--- config.mk ---
export PLATFORM = sky130hd
export DESIGN_NAME = wb_stage_seq
export DESIGN_NICKNAME = d
export VERILOG_FILES = /design/src/rtl/wb_stage_seq.sv
export SDC_FILE = /design/constraint.sdc
export NUM_CORES = 1
export LEC_CHECK = 0
export CAP_MARGIN = 0
export CELL_PAD_IN_SITES_DETAIL_PLACEMENT = 0
export CELL_PAD_IN_SITES_GLOBAL_PLACEMENT = 2
export CORE_MARGIN = 4
export CORE_UTILIZATION = 24
export CTS_BUF_LIST = sky130_fd_sc_hd__clkbuf_2 sky130_fd_sc_hd__clkbuf_4 sky130_fd_sc_hd__clkbuf_8
export CTS_CLUSTER_SIZE = 8
export DETAILED_ROUTE_END_ITERATION = 6
export GPL_TIMING_DRIVEN = 0
export PLACE_DENSITY = 0.79
export SYNTH_ARGS = -nofsm -noshare
export SYNTH_HDL_FRONTEND = slang
export SYNTH_SLANG_ARGS = --single-unit
--- constraint.sdc ---
create_clock -name clk -period 2.8 [get_ports clk]
set_input_delay 0.56 -clock clk [delete_from_list [all_inputs] [get_ports clk]]
set_output_delay 0.56 -clock clk [all_outputs]
set_load 0.02 [all_outputs]
--- src/rtl/wb_stage_seq.sv ---
// Registered MEM->WB writeback stage: captures a retiring instruction, waits for load data,
// extracts sub-word loads and drives a one-cycle register-file write. Optional: WB_BYPASS_EN.
module wb_stage_seq #(
  parameter int XLEN    = 32,
  parameter int PC_INC  = 4,
  parameter int TIMEOUT = 16
) (
  input  logic            clk,
  input  logic            rst_n,
  input  logic            in_valid,
  output logic            in_ready,
  input  logic            in_reg_write,
  input  logic [4:0]      in_rd_addr,
  input  logic [1:0]      in_mem_to_reg,
  input  logic [2:0]      in_funct3,
  input  logic [XLEN-1:0] in_alu_result,
  input  logic [XLEN-1:0] in_pc,
  input  logic [XLEN-1:0] in_imm,
  input  logic [XLEN-1:0] mem_rdata,
  input  logic            mem_rvalid,
  output logic            rf_we,
  output logic [4:0]      rf_waddr,
  output logic [XLEN-1:0] rf_wdata,
  output logic            err
`ifdef WB_BYPASS_EN
  ,
  output logic            fwd_valid,
  output logic [4:0]      fwd_addr,
  output logic [XLEN-1:0] fwd_data
`endif
);

  localparam int OFFW = (XLEN == 64) ? 3 : 2;
  localparam int SHW  = OFFW + 3;
  localparam int CW   = (TIMEOUT > 1) ? $clog2(TIMEOUT) : 1;

  typedef enum logic [1:0] {IDLE, WAIT_MEM, WRITE} state_t;

  state_t            state, nxt;
  logic [CW-1:0]     cnt;
  logic [4:0]        ld_rd;
  logic [2:0]        ld_f3;
  logic [OFFW-1:0]   ld_off;

  logic              acc, is_ld, to_hit;
  logic [XLEN-1:0]   src_data, ld_data, vb, vh, vw;
  logic [SHW-1:0]    sh_b, sh_h, sh_w;

  assign in_ready = (state != WAIT_MEM);
  assign acc      = in_valid && in_ready;
  assign is_ld    = (in_mem_to_reg == 2'b00) && in_reg_write;
  assign to_hit   = (TIMEOUT > 0) && (cnt == CW'(TIMEOUT - 1));

  always_comb begin
    nxt = state;
    case (state)
      IDLE:     if (acc) nxt = is_ld ? WAIT_MEM : WRITE;
      WRITE:    nxt = acc ? (is_ld ? WAIT_MEM : WRITE) : IDLE;
      WAIT_MEM: if (mem_rvalid) nxt = WRITE;
                else if (to_hit) nxt = IDLE;
      default:  nxt = IDLE;
    endcase
  end

  // Non-load sources; a non-writing "load" keeps the previous data on the bus.
  always_comb begin
    src_data = rf_wdata;
    case (in_mem_to_reg)
      2'b01:   src_data = in_alu_result;
      2'b10:   src_data = in_pc + XLEN'(PC_INC);
      2'b11:   src_data = in_imm;
      default: src_data = rf_wdata;
    endcase
  end

  // Sub-word extraction: shift the selected lane down, then size/extend.
  always_comb begin
    sh_b = {ld_off, 3'b000};
    sh_h = {ld_off[OFFW-1:1], 4'b0000};
    sh_w = '0;
    if (XLEN == 64) sh_w[SHW-1] = ld_off[OFFW-1];
    vb = mem_rdata >> sh_b;
    vh = mem_rdata >> sh_h;
    vw = mem_rdata >> sh_w;
    case (ld_f3)
      3'b000:  ld_data = XLEN'($signed(vb[7:0]));
      3'b100:  ld_data = XLEN'(vb[7:0]);
      3'b001:  ld_data = XLEN'($signed(vh[15:0]));
      3'b101:  ld_data = XLEN'(vh[15:0]);
      3'b010:  ld_data = XLEN'($signed(vw[31:0]));
      3'b110:  ld_data = (XLEN == 64) ? XLEN'(vw[31:0]) : mem_rdata;
      default: ld_data = mem_rdata;
    endcase
  end

  always_ff @(posedge clk or negedge rst_n) begin
    if (!rst_n) begin
      state    <= IDLE;
      cnt      <= '0;
      ld_rd    <= '0;
      ld_f3    <= '0;
      ld_off   <= '0;
      rf_we    <= 1'b0;
      rf_waddr <= '0;
      rf_wdata <= '0;
      err      <= 1'b0;
    end else begin
      state <= nxt;
      rf_we <= 1'b0;
      err   <= 1'b0;
      if (acc) begin
        if (is_ld) begin
          ld_rd  <= in_rd_addr;
          ld_f3  <= in_funct3;
          ld_off <= in_alu_result[OFFW-1:0];
          cnt    <= '0;
        end else begin
          rf_we    <= in_reg_write && (in_rd_addr != 5'd0);
          rf_waddr <= in_rd_addr;
          rf_wdata <= src_data;
        end
      end else if (state == WAIT_MEM) begin
        // Returning data beats a coincident timeout.
        if (mem_rvalid) begin
          rf_we    <= (ld_rd != 5'd0);
          rf_waddr <= ld_rd;
          rf_wdata <= ld_data;
        end else begin
          cnt <= cnt + 1'b1;
          if (to_hit) err <= 1'b1;
        end
      end
    end
  end

`ifdef WB_BYPASS_EN
  // rf_we is already low in WAIT_MEM, so forwarding is suppressed while a load is pending.
  assign fwd_valid = rf_we;
  assign fwd_addr  = rf_waddr;
  assign fwd_data  = rf_wdata;
`endif

endmodule

# Word level (Yosys, flattened, before mapping)
# Cells that the tools add are included.
[classes] addsub=2 n_eq_ne=16 n_shift=2 mux=28 reduce_logical=15
[op_table] op="two-way mux 32 bit" n=4
[op_table] op="one-hot mux 32 bit (4 select lines)" n=1
[op_table] op="one-hot mux 32 bit (3 select lines)" n=1
[op_table] op="adder 32 x 3 -> 32 bit (second input constant)" n=1
[op_table] op="right shift 32 x 5 -> 16 bit" n=1
[op_table] op="right shift 32 x 5 -> 8 bit" n=1
[op_table] op="two-way mux 5 bit" n=4
[op_table] op="two-way mux 4 bit" n=4
[op_table] op="two-way mux 2 bit" n=5
[op_table] op="nonzero test 5 bit" n=2
[op_table] op="two-way mux 1 bit" n=8
[op_table] op="equality test 2 bit (second input constant)" n=3
[op_table] op="equality test 3 bit (second input constant)" n=2
[op_table] op="!= test 2 x 1 -> 1 bit (second input constant)" n=3
[op_table] op="one-hot mux 2 bit (3 select lines)" n=1
[op_table] op="AND reduction 3 bit" n=2
[op_table] op="adder 4 x 1 -> 4 bit (second input constant)" n=1
[op_table] op="equality test 2 x 1 -> 1 bit (second input constant)" n=2
[op_table] op="equality test 4 bit (second input constant)" n=1
[op_table] op="logical NOT 2 bit" n=2
[op_table] op="!= test 2 bit (second input constant)" n=2
[op_table] op="!= test 4 x 1 -> 1 bit (second input constant)" n=1
[op_table] op="AND reduction 2 bit" n=2
[op_table] op="AND reduction 4 bit" n=1
[op_table] op="other kinds (5)" n=8
[totals] regBits=55 in_bits=143 output_inout_bits=40 word_cells=72

# Depth between registers and ports, before layout
# Gate-level depths: netlist of the first run.
[depth] ltp_word=5 ltp_mapped=8 depth_no_buf=6

# Worst setup path before layout of the first run
# OpenSTA, ideal clock, no wires.
[synth_path] kind="input -> register" start="input in_pc[2]" end="register rf_wdata[26]" setup_ns=0.094 t_arrival_ns=2.250 t_required_ns=2.706 slack_ns=0.456 cell_stages=6 path_buffers=0 cell_sequence="ha_1 nand4_1 or4_4 or3_1 a31o_1 a221oi_2"
[synth_via] elab_chain_cells=4
[synth_lines] element="start: declaration" line="17" source="input logic [XLEN-1:0] in_pc,"
[synth_lines] element="adder 32 x 3 -> 32 bit" line="70" source="2'b10: src_data = in_pc + XLEN'(PC_INC);"
[synth_lines] element="one-hot mux 32 bit (3 select lines)" line="68" source="case (in_mem_to_reg)"
[synth_lines] element="two-way mux 32 bit" line="112" source="if (is_ld) begin"
[synth_lines] element="two-way mux 32 bit" line="111" source="if (acc) begin"
[synth_lines] element="end signal: assignment" line="120" source="rf_wdata <= src_data;"
[synth_lines] element="end signal: assignment" line="127" source="rf_wdata <= ld_data;"
[synth_lines] element="end: declaration" line="23" source="output logic [XLEN-1:0] rf_wdata,"
# Every way passes these cells. The select of a mux whose other input is x is not followed.
# A chain may end at the register's enable or synchronous reset.

# Worst setup path after layout of the first run
[layout_path] start="input in_pc[10]" end="register rf_wdata[21]"
# Same word-level chain as after synthesis.

==> impl_metrics.env, run 1 <==
export IMPL_via_per_inst=5.369
export IMPL_grt_pass1_vias=5188
export IMPL_min_path_type="in2async"
export IMPL_synth_avg_cell_area_sq_um=8.098
export IMPL_io_buffers=181
export IMPL_worstPathCellList="clkdlybuf4s50_1 -> nand3_1 -> or4_1 -> clkbuf_2 -> or4_1 -> a32oi_1 -> o21a_1"
export IMPL_grt_antenna_before_repair=0
export IMPL_p_total_mw=2.766
export IMPL_wirelength_met1_mm=8.575
export IMPL_drt_initial_drc_count=400
export IMPL_wl_met2_mm=9.881
export IMPL_syn_inst=517
export IMPL_finalClockSkew_ns=0.008922
export IMPL_ir_drop_v=0.0002492
export IMPL_hold_viol_final=0
export IMPL_tightest_slew_ns=0.9082
export IMPL_floorplan_initialDensity=0.2437
export IMPL_fin_ws_ns=0.05951
export IMPL_route_antenna_remaining_nets=0
export IMPL_synthesis_nets=662
export IMPL_slew_headroom=0.3932
export IMPL_netlist_area_sq_um=4187
export IMPL_core_area_sq_um=17180
export IMPL_synth_seq_area_share=0.3288
export IMPL_ios=183
export IMPL_die_width_microns=140.1
export IMPL_ys_flop_type="dfrtp_1"
export IMPL_area_growth_pct=54.45
export IMPL_drc=0
export IMPL_dieArea_sq_um=19620
export IMPL_num_nets_final=853
export IMPL_dr_pass1_iters=5
export IMPL_status="finished, final reports clean"
export IMPL_synth_area_leader_cell="dfrtp_1"
export IMPL_route_met3_wl_mm=1.543
export IMPL_fillCellCount=1788
export IMPL_fin_crit_sh=0.9787
export IMPL_multiInputGateArea_sq_um=2684
export IMPL_wl_mm=20.64
export IMPL_cp_max_fo=6
export IMPL_yosys_cell_types_count=66
export IMPL_period_minus_slack_ns=2.740
export IMPL_cts_tree="done"
export IMPL_clkSlewWorstSetupHoldPaths_ns=0.11
export IMPL_grt_max_degree=30
export IMPL_drive_gt1_frac=0.06770
export IMPL_fin_util=0.3765
export IMPL_slowest_delay_ns=0.57
export IMPL_overflow=0
export IMPL_seq_area_sq_um=1376
export IMPL_num_rows=48
export IMPL_cts_buffers=5
export IMPL_wl_per_cell_microns=22.10
export IMPL_clockBufferDepth=2
export IMPL_antenna_cells=0
export IMPL_root_buffer="clkbuf_8"
export IMPL_rsz0062_at_grt="true"
export IMPL_pre_cts_ws_ns=-0.6833
export IMPL_top_layer="met4"
export IMPL_htree_levels=2
export IMPL_grt_first_pass_wirelength_mm=30.73
export IMPL_cpMaxStageDelayCell="or4_1"
export IMPL_ys_warn_count=0
export IMPL_worstPathArrival_ns=3.01
export IMPL_place_congestion=0.8848
export IMPL_critPathKind="in2reg"
export IMPL_ys_seq_elements=55
export IMPL_drv_cap=0
export IMPL_synthTopCellsByArea="dfrtp_1 (33%), nand2_1 (6.8%), nor2_1 (4.8%)"
export IMPL_chipHeight_microns=140.1
export IMPL_leakagePower_nw=2.392
export IMPL_slew_violations=0
export IMPL_cp_top_family="simple AND/OR/NAND/NOR gates"
export IMPL_final_setup_viol_count=0
export IMPL_insertion_delay_ns=0.33
export IMPL_critical_path_n_buffers_inverters=2
export IMPL_fmax_ghz=0.3649
export IMPL_crit_path_end_kind="register"
export IMPL_synthArstFlopShare=1.000
export IMPL_worstPathRequired_ns=3.07
export IMPL_dp_hpwl_mm=16.70
export IMPL_cp_common_cell="or4_1"
export IMPL_synth_edf_count=0
export IMPL_synth_top_area_frac=0.3288
export IMPL_power_density_nw_per_um2=427.7
export IMPL_grtUsageTotal=0.2026
export IMPL_vias=5015
export IMPL_cts_sinks=55
export IMPL_crit_path_start_kind="input port"
-- worst paths after layout --
check	start	to	slack (ns)	depth (start not counted)
setup / recovery	in_pc[10]	rf_wdata[21]$_DFFE_PN0P_	0.06	7
hold / removal	rst_n	rf_waddr[1]$_DFFE_PN0P_	0.28	1
setup reg to reg	state[0]$_DFFE_PN0P_	rf_wdata[2]$_DFFE_PN0P_	0.22	7
hold reg to reg	rf_waddr[1]$_DFFE_PN0P_	rf_waddr[1]$_DFFE_PN0P_	0.51	1
max in group asynchronous	rst_n	rf_wdata[26]$_DFFE_PN0P_	1.92	2
min in group clk	rf_waddr[1]$_DFFE_PN0P_	rf_waddr[1]$_DFFE_PN0P_	0.51	1
-- flip-flops by register name, summed over array words and instances (netlist names) --
register	cells
ld_f3	3
state	2
rf_wdata	32
cnt	4
ld_off	2
ld_rd	5
rf_we	1
err	1
rf_waddr	5
-- where the power goes --
group	leakage (nW)	internal [mW]	total, mW	switching [mW]
clock	0.0408	0.180	0.479	0.299
sequential	0.645	0.926	1.03	0.105
combinational	1.71	0.592	1.26	0.664
total	2.39	1.70	2.77	1.07
-- layout by cell type, fill, tap and decap left out, drive strengths merged, types with 5 or more instances in the layout --
master         instances
nand4                 13
mux2                   9
nand3                 14
a22o                   7
xnor2                 12
nand2b                10
o21a                   8
or4                    5
a31oi                 10
a21oi                 17
nor2                  53
o22a                   7
o2bb2ai                5
clkdlybuf4s50        179
inv                   11
nand2                 76
clkbuf                35
o211ai                 5
mux2i                 18
nor3                  17
a211oi                16
and4                   5
xor2                   5
buf                    8
o21ai                 23
and2                   8
a221oi                19
dfrtp                 55
-- area by class of cell --
class,instances,share of cell area
inverter,10,0.005805
clock buffer,5,0.01064
sequential,55,0.2128
clock inverter,3,0.003676
timing repair buffer,184,0.2852
multi-input combinational,417,0.4151
buffer,35,0.02322
tap,225,0.04354
-- Yosys cell counts (all sizes together), types with 4 or more instances --
master / n
a211oi: 16
xor2: 5
inv: 10
nand2: 76
nand4: 13
o22a: 7
mux2i: 18
o21a: 8
and2: 8
clkbuf: 29
nand3b: 4
nand3: 14
o2bb2ai: 5
dfrtp: 55
o21ai: 23
a31oi: 10
or3: 4
nand2b: 10
a22o: 7
and4: 5
or4: 5
a21oi: 17
nor3: 17
o211ai: 5
nor4: 4
a221oi: 19
nor2: 53
mux2: 9
xnor2: 12
buf: 6
-- per-layer routing --
layer / up-vias / global-route usage
li1: 2321 / -
met1: 2416 / 0.2603
met2: 240 / 0.3398
met3: 38 / 0.04575
met4: 0 / 0.06221
met5: - / 0
-- worst reg2reg max path, cell delays in order (launching register included) --
cell and delay, ns:
dfrtp_1 0.43, nand2b_1 0.08, clkbuf_1 0.26, and2_1 0.17, clkbuf_1 0.54, clkbuf_1 0.54, o211ai_1 0.26, a31oi_1 0.22
-- through the flow --
| step | area, sq um | instances | TNS (ns) | hold WS [ns] |
|---|---|---|---|---|
| 2_1_floorplan | 4187 | 517 | 0 | 0.2644 |
| 3_3_place_gp | 6280 | 923 | -51.39 | 0.4831 |
| 3_5_place_dp | 6295 | 924 | -14.63 | 0.4787 |
| 4_1_cts | 6411 | 932 | 0 | 0.2914 |
| 5_1_grt | 6466 | 934 | -0.07536 | 0.3050 |
| 6_report | 6466 | 934 | 0 | 0.2779 |
-- timing repair --
action	in CTS	in global routing
resized for setup	10	11
endpoints found under the setup margin	25	18
setup buffers	0	2
hold buffers	0	0
-- cell families after synthesis --
group,synth area share
flip-flops,0.3288
buffers and inverters,0.04124
adder cells (fa/ha/maj),0.005976
AND/OR/NAND/NOR,0.2579
AO/OA/AOI/OAI,0.2579
multiplexers,0.07262
XOR/XNOR,0.03556
Note: power is estimated with default switching activity, not from simulation.
==> run 2: changes to the inputs <==
--- a/config.mk
+++ b/config.mk
@@ -13,6 +13,7 @@
 export CTS_BUF_LIST = sky130_fd_sc_hd__clkbuf_2 sky130_fd_sc_hd__clkbuf_4 sky130_fd_sc_hd__clkbuf_8
 export CTS_CLUSTER_SIZE = 8
 export DETAILED_ROUTE_END_ITERATION = 6
+export GPL_ROUTABILITY_DRIVEN = 0
 export GPL_TIMING_DRIVEN = 0
 export PLACE_DENSITY = 0.79
 export SYNTH_ARGS = -nofsm -noshare
==> impl_metrics.env, run 2 (synthesis gave the netlist of run 1 again) <==
export IMPL_status="finished, final reports clean"
export IMPL_largest_reg_flops=32
export IMPL_dp_hpwl_mm=16.64
export IMPL_tns_ns=0
export IMPL_vias=4976
export IMPL_wl_mm=20.48
export IMPL_crit_path_start="in_pc[3]"
export IMPL_crit_path_end_kind="register"
export IMPL_fin_util=0.3771
export IMPL_final_cell_mix="clkdlybuf4s50_1 (179), nand2_1 (76), dfrtp_1 (55)"
export IMPL_p_total_mw=2.787
export IMPL_io_buffers=181
export IMPL_slew_violations=0
export IMPL_core_area_sq_um=17180
export IMPL_num_nets_final=853
export IMPL_period_minus_slack_ns=2.741
export IMPL_min_path_type="in2async"
export IMPL_via_per_inst=5.328
export IMPL_cp_max_fo=4
export IMPL_finalClockSkew_ns=0.006376
export IMPL_largestRegisters="rf_wdata x32, ld_rd x5, rf_waddr x5"
export IMPL_final_common_cell="clkdlybuf4s50_1"
export IMPL_crit_path_start_kind="input port"
export IMPL_worstPathRequired_ns=2.99
export IMPL_leakagePower_nw=2.413
export IMPL_whs_ns=0.2853
export IMPL_area_growth_pct=54.72
export IMPL_cp_endpoint="rf_wdata[30]$_DFFE_PN0P_"
export IMPL_wl_per_cell_microns=21.93
export IMPL_fillCellCount=1796
export IMPL_root_buffer="clkbuf_8"
export IMPL_worstPathArrival_ns=2.93
export IMPL_power_density_nw_per_um2=430.2
export IMPL_final_cells=934
export IMPL_tightest_slew_ns=0.9320
export IMPL_cts_sinks=55
export IMPL_pre_cts_ws_ns=-0.6556
export IMPL_drc=0
export IMPL_dr_pass1_iters=6
export IMPL_rsz0062_at_grt="false"
export IMPL_chipHeight_microns=140.1
export IMPL_overflow=0
export IMPL_grt_max_degree=30
export IMPL_drv_cap=0
export IMPL_design_area_sq_um=6477
export IMPL_htree_levels=2
export IMPL_slew_headroom=0.3773
export IMPL_antenna_cells=0
export IMPL_die_width_microns=140.1
export IMPL_ir_drop_v=0.0002210
export IMPL_fin_ws_ns=0.05923
export IMPL_grt_first_pass_wirelength_mm=30.29
export IMPL_insertion_delay_ns=0.32
export IMPL_cts_buffers=5
export IMPL_drive_gt1_frac=0.06629
export IMPL_post_dp_cell_area_sq_um=6295
export IMPL_ios=183
export IMPL_grt_antenna_before_repair=0
export IMPL_clkSlewWorstSetupHoldPaths_ns=0.10
export IMPL_rr_worst_depth=7
export IMPL_fin_crit_sh=0.9788
export IMPL_num_rows=48
export IMPL_clockBufferDepth=2
export IMPL_fmax_ghz=0.3649
export IMPL_final_setup_viol_count=0
export IMPL_placed_cells=924
export IMPL_hold_viol_final=0
export IMPL_rr_endpoint="rf_wdata[3]$_DFFE_PN0P_"
export IMPL_r2r_start="state[0]$_DFFE_PN0P_"
export IMPL_floorplan_initialDensity=0.2437
export IMPL_ff2ff_setup_slack_ns=0.21
export IMPL_dieArea_sq_um=19620
export IMPL_critPathKind="in2reg"
export IMPL_route_antenna_remaining_nets=0
export IMPL_grt_pass1_vias=5186
export IMPL_grtUsageTotal=0.2018
export IMPL_largest_register="rf_wdata"
export IMPL_cts_tree="done"
export IMPL_drt_initial_drc_count=334
## run 2: final cells by class
cell class | instances | area, sq um | share of cell area
Tap cell | 225 | 281.5 | 0.04346
Inverter | 10 | 37.54 | 0.005795
Clock buffer | 7 | 96.34 | 0.01487
Clock inverter | 1 | 7.507 | 0.001159
Sequential cell | 55 | 1376 | 0.2125
Timing Repair Buffer | 184 | 1844 | 0.2847
Multi-Input combinational cell | 417 | 2681 | 0.4139
Buffer | 35 | 152.6 | 0.02357
## run 2: critical path, cell delays in order
cell and delay, ns:
clkdlybuf4s50_1 0.53, ha_2 0.23, nand4_1 0.12, or4_4 0.60, o311a_1 0.38, a211oi_1 0.42, a211oi_1 0.09
## run 2: worst min path at each step
stage                                        from                      end  slack (ns)  cells past startpoint
after detailed placement  rf_waddr[4]$_DFFE_PN0P_  rf_waddr[4]$_DFFE_PN0P_        0.48                      1
after global placement    rf_waddr[4]$_DFFE_PN0P_  rf_waddr[4]$_DFFE_PN0P_        0.48                      1
after global routing                        rst_n  rf_waddr[1]$_DFFE_PN0P_        0.32                      1
final                                       rst_n  rf_waddr[1]$_DFFE_PN0P_        0.29                      1
after floorplan                             rst_n       cnt[0]$_DFFE_PN0P_        0.26                      0
after CTS                                   rst_n  rf_waddr[1]$_DFFE_PN0P_        0.30                      1
## run 2: layer usage
layer / track usage / routed length, microns
met4: 0.07955 / 890
met2: 0.3360 / 9541
met1: 0.2517 / 8515
met5: 0 / 0
met3: 0.04916 / 1531
## run 2: where the power goes
part	internal [mW]	leakage, nW	switching [mW]
logic	0.591	1.72	0.658
registers	0.926	0.645	0.105
clock network	0.226	0.0505	0.280
## run 2: repair_timing
| action | CTS | global route |
|---|---|---|
| buffers inserted | 0 | 2 |
| resized for setup | 11 | 12 |
| hold buffers | 0 | 0 |
| gates cloned | 0 | 0 |
| setup endpoints to repair | 26 | 19 |
==> run 3: changes to the inputs <==
--- a/config.mk
+++ b/config.mk
@@ -9,13 +9,14 @@
 export CELL_PAD_IN_SITES_DETAIL_PLACEMENT = 0
 export CELL_PAD_IN_SITES_GLOBAL_PLACEMENT = 2
 export CORE_MARGIN = 4
-export CORE_UTILIZATION = 24
+export CORE_UTILIZATION = 26
 export CTS_BUF_LIST = sky130_fd_sc_hd__clkbuf_2 sky130_fd_sc_hd__clkbuf_4 sky130_fd_sc_hd__clkbuf_8
 export CTS_CLUSTER_SIZE = 8
 export DETAILED_ROUTE_END_ITERATION = 6
 export GPL_ROUTABILITY_DRIVEN = 0
 export GPL_TIMING_DRIVEN = 0
-export PLACE_DENSITY = 0.79
+export PLACE_DENSITY = 0.85
+export SLEW_MARGIN = 20
 export SYNTH_ARGS = -nofsm -noshare
 export SYNTH_HDL_FRONTEND = slang
 export SYNTH_SLANG_ARGS = --single-unit
==> constraint.sdc (replaced) <==
create_clock -name clk -period 3.4 [get_ports clk]
set_input_delay 0.68 -clock clk [delete_from_list [all_inputs] [get_ports clk]]
set_output_delay 0.68 -clock clk [all_outputs]
set_load 0.02 [all_outputs]
==> impl_metrics.env, run 3 (synthesis gave the netlist of run 1 again) <==
export IMPL_drt_initial_drc_count=470
export IMPL_insertion_delay_ns=0.32
export IMPL_ios=183
export IMPL_design_area_sq_um=6385
export IMPL_fin_crit_sh=0.9203
export IMPL_finalClockSkew_ns=0.007579
export IMPL_hold_viol_final=0
export IMPL_cts_hold_buffers_added=0
export IMPL_ir_drop_v=0.0002081
export IMPL_num_rows=46
export IMPL_status="finished, final reports clean"
export IMPL_htree_levels=2
export IMPL_slew_headroom=0.3393
export IMPL_largest_reg_flops=32
export IMPL_final_cells=922
export IMPL_cp_max_fo=10
export IMPL_grt_antenna_before_repair=0
export IMPL_cts_tree="done"
export IMPL_crit_path_end_kind="register"
export IMPL_root_buffer="clkbuf_8"
export IMPL_wl_per_cell_microns=21.68
export IMPL_period_minus_slack_ns=3.129
export IMPL_final_cell_mix="clkdlybuf4s50_1 (180), nand2_1 (76), dfrtp_1 (55)"
export IMPL_p_total_mw=2.336
export IMPL_route_antenna_remaining_nets=0
export IMPL_power_density_nw_per_um2=365.9
export IMPL_floorplan_initialDensity=0.2645
export IMPL_worstPathRequired_ns=3.65
export IMPL_clkSlewWorstSetupHoldPaths_ns=0.10
export IMPL_die_width_microns=134.9
export IMPL_drc=0
export IMPL_io_buffers=181
export IMPL_grt_pass1_vias=5185
export IMPL_via_per_inst=5.384
export IMPL_rsz0062_at_grt="false"
export IMPL_final_common_cell="clkdlybuf4s50_1"
export IMPL_fillCellCount=1593
export IMPL_pre_cts_ws_ns=-0.1541
export IMPL_leakagePower_nw=2.362
export IMPL_grtUsageTotal=0.2135
export IMPL_fin_util=0.4034
export IMPL_core_area_sq_um=15830
export IMPL_vias=4964
export IMPL_fin_ws_ns=0.2708
export IMPL_fmax_ghz=0.3196
export IMPL_largest_register="rf_wdata"
export IMPL_final_setup_viol_count=0
export IMPL_dp_hpwl_mm=16.09
export IMPL_post_dp_cell_area_sq_um=6266
export IMPL_placed_cells=914
export IMPL_clockBufferDepth=2
export IMPL_grt_first_pass_wirelength_mm=29.70
export IMPL_overflow=0
export IMPL_cts_sinks=55
export IMPL_area_growth_pct=52.51
export IMPL_worstPathArrival_ns=3.38
export IMPL_wl_mm=19.99
export IMPL_cts_buffers=5
export IMPL_dieArea_sq_um=18200
export IMPL_chipHeight_microns=134.9
export IMPL_min_path_type="in2async"
export IMPL_tightest_slew_ns=0.9888
export IMPL_grt_max_degree=56
export IMPL_drv_cap=0
export IMPL_crit_path_start_kind="input port"
export IMPL_slew_violations=0
export IMPL_critPathKind="in2reg"
export IMPL_largestRegisters="rf_wdata x32, ld_rd x5, rf_waddr x5"
export IMPL_num_nets_final=850
export IMPL_drive_gt1_frac=0.04391
export IMPL_dr_pass1_iters=5
export IMPL_antenna_cells=0
[run 3: changes by cell type in the layout (fill, tap and decap cells not counted), sizes merged]
cell | previous run | this run
buf | 9 | 7
bufinv | 0 | 1
clkbuf | 36 | 35
clkdlybuf4s15 | 1 | 0
clkdlybuf4s50 | 179 | 180
clkinv | 0 | 1
clkinvlp | 1 | 0
dlymetal6s2s | 1 | 0
[run 3: per-stage QoR]
step	hold WS [ns]	setup TNS, ns
5_1_grt	0.4497	0
2_1_floorplan	0.3844	0
3_3_place_gp	0.4827	-7.268
6_report	0.4170	0
3_5_place_dp	0.4814	-0.7929
4_1_cts	0.4365	0
[run 3: layer usage]
metal / vias to the layer above / GRT usage / wire (microns)
met5: - / 0 / 0
met4: 0 / 0.04525 / 365
met3: 25 / 0.05961 / 1688
met2: 240 / 0.3605 / 9505
met1: 2376 / 0.2732 / 8431
li1: 2323 / - / -
[run 3: final timing paths]
path / start / to / slack, ns / cells after the start
min reg2reg: rf_waddr[0]$_DFFE_PN0P_ / rf_waddr[0]$_DFFE_PN0P_ / 0.51 / 1
min in group clk: rf_waddr[0]$_DFFE_PN0P_ / rf_waddr[0]$_DFFE_PN0P_ / 0.51 / 1
min: rst_n / rf_waddr[4]$_DFFE_PN0P_ / 0.42 / 1
max reg2reg: ld_off[1]$_DFFE_PN0P_ / rf_wdata[20]$_DFFE_PN0P_ / 0.65 / 7
max in group asynchronous: rst_n / rf_wdata[6]$_DFFE_PN0P_ / 2.52 / 1
max: in_mem_to_reg[0] / rf_wdata[16]$_DFFE_PN0P_ / 0.27 / 8
[run 3: area by class of cell]
class                      count  area (sq um)  share of cell area
buffer                        35         136.4             0.02136
clock buffer                   6         82.58             0.01293
clock inverter                 2         35.03            0.005487
inverter                      10         37.54            0.005879
multi-input combinational    417          2638              0.4131
sequential                    55          1376              0.2156
tap                          216         270.3             0.04233
timing repair buffer         181          1809              0.2834
[run 3: what timing repair did]
item | in CTS | in global routing
gates resized for setup | 0 | 2
setup buffers | 0 | 0
endpoints found under the setup margin | 0 | 4
[run 3: critical path, stage by stage]
cell,delay [ns]
clkdlybuf4s50_1,0.63
nor2_1,0.18
nand3b_1,0.50
nand2_1,0.23
clkbuf_2,0.31
buf_1,0.49
o32ai_1,0.20
a21oi_1,0.15
[run 3: power breakdown]
part	switching, mW	total [mW]	internal [mW]	leakage, nW
Clock	0.227	0.466	0.239	0.0612
Sequential	0.0852	0.848	0.763	0.645
Combinational	0.542	1.02	0.480	1.66
Total	0.855	2.34	1.48	2.36
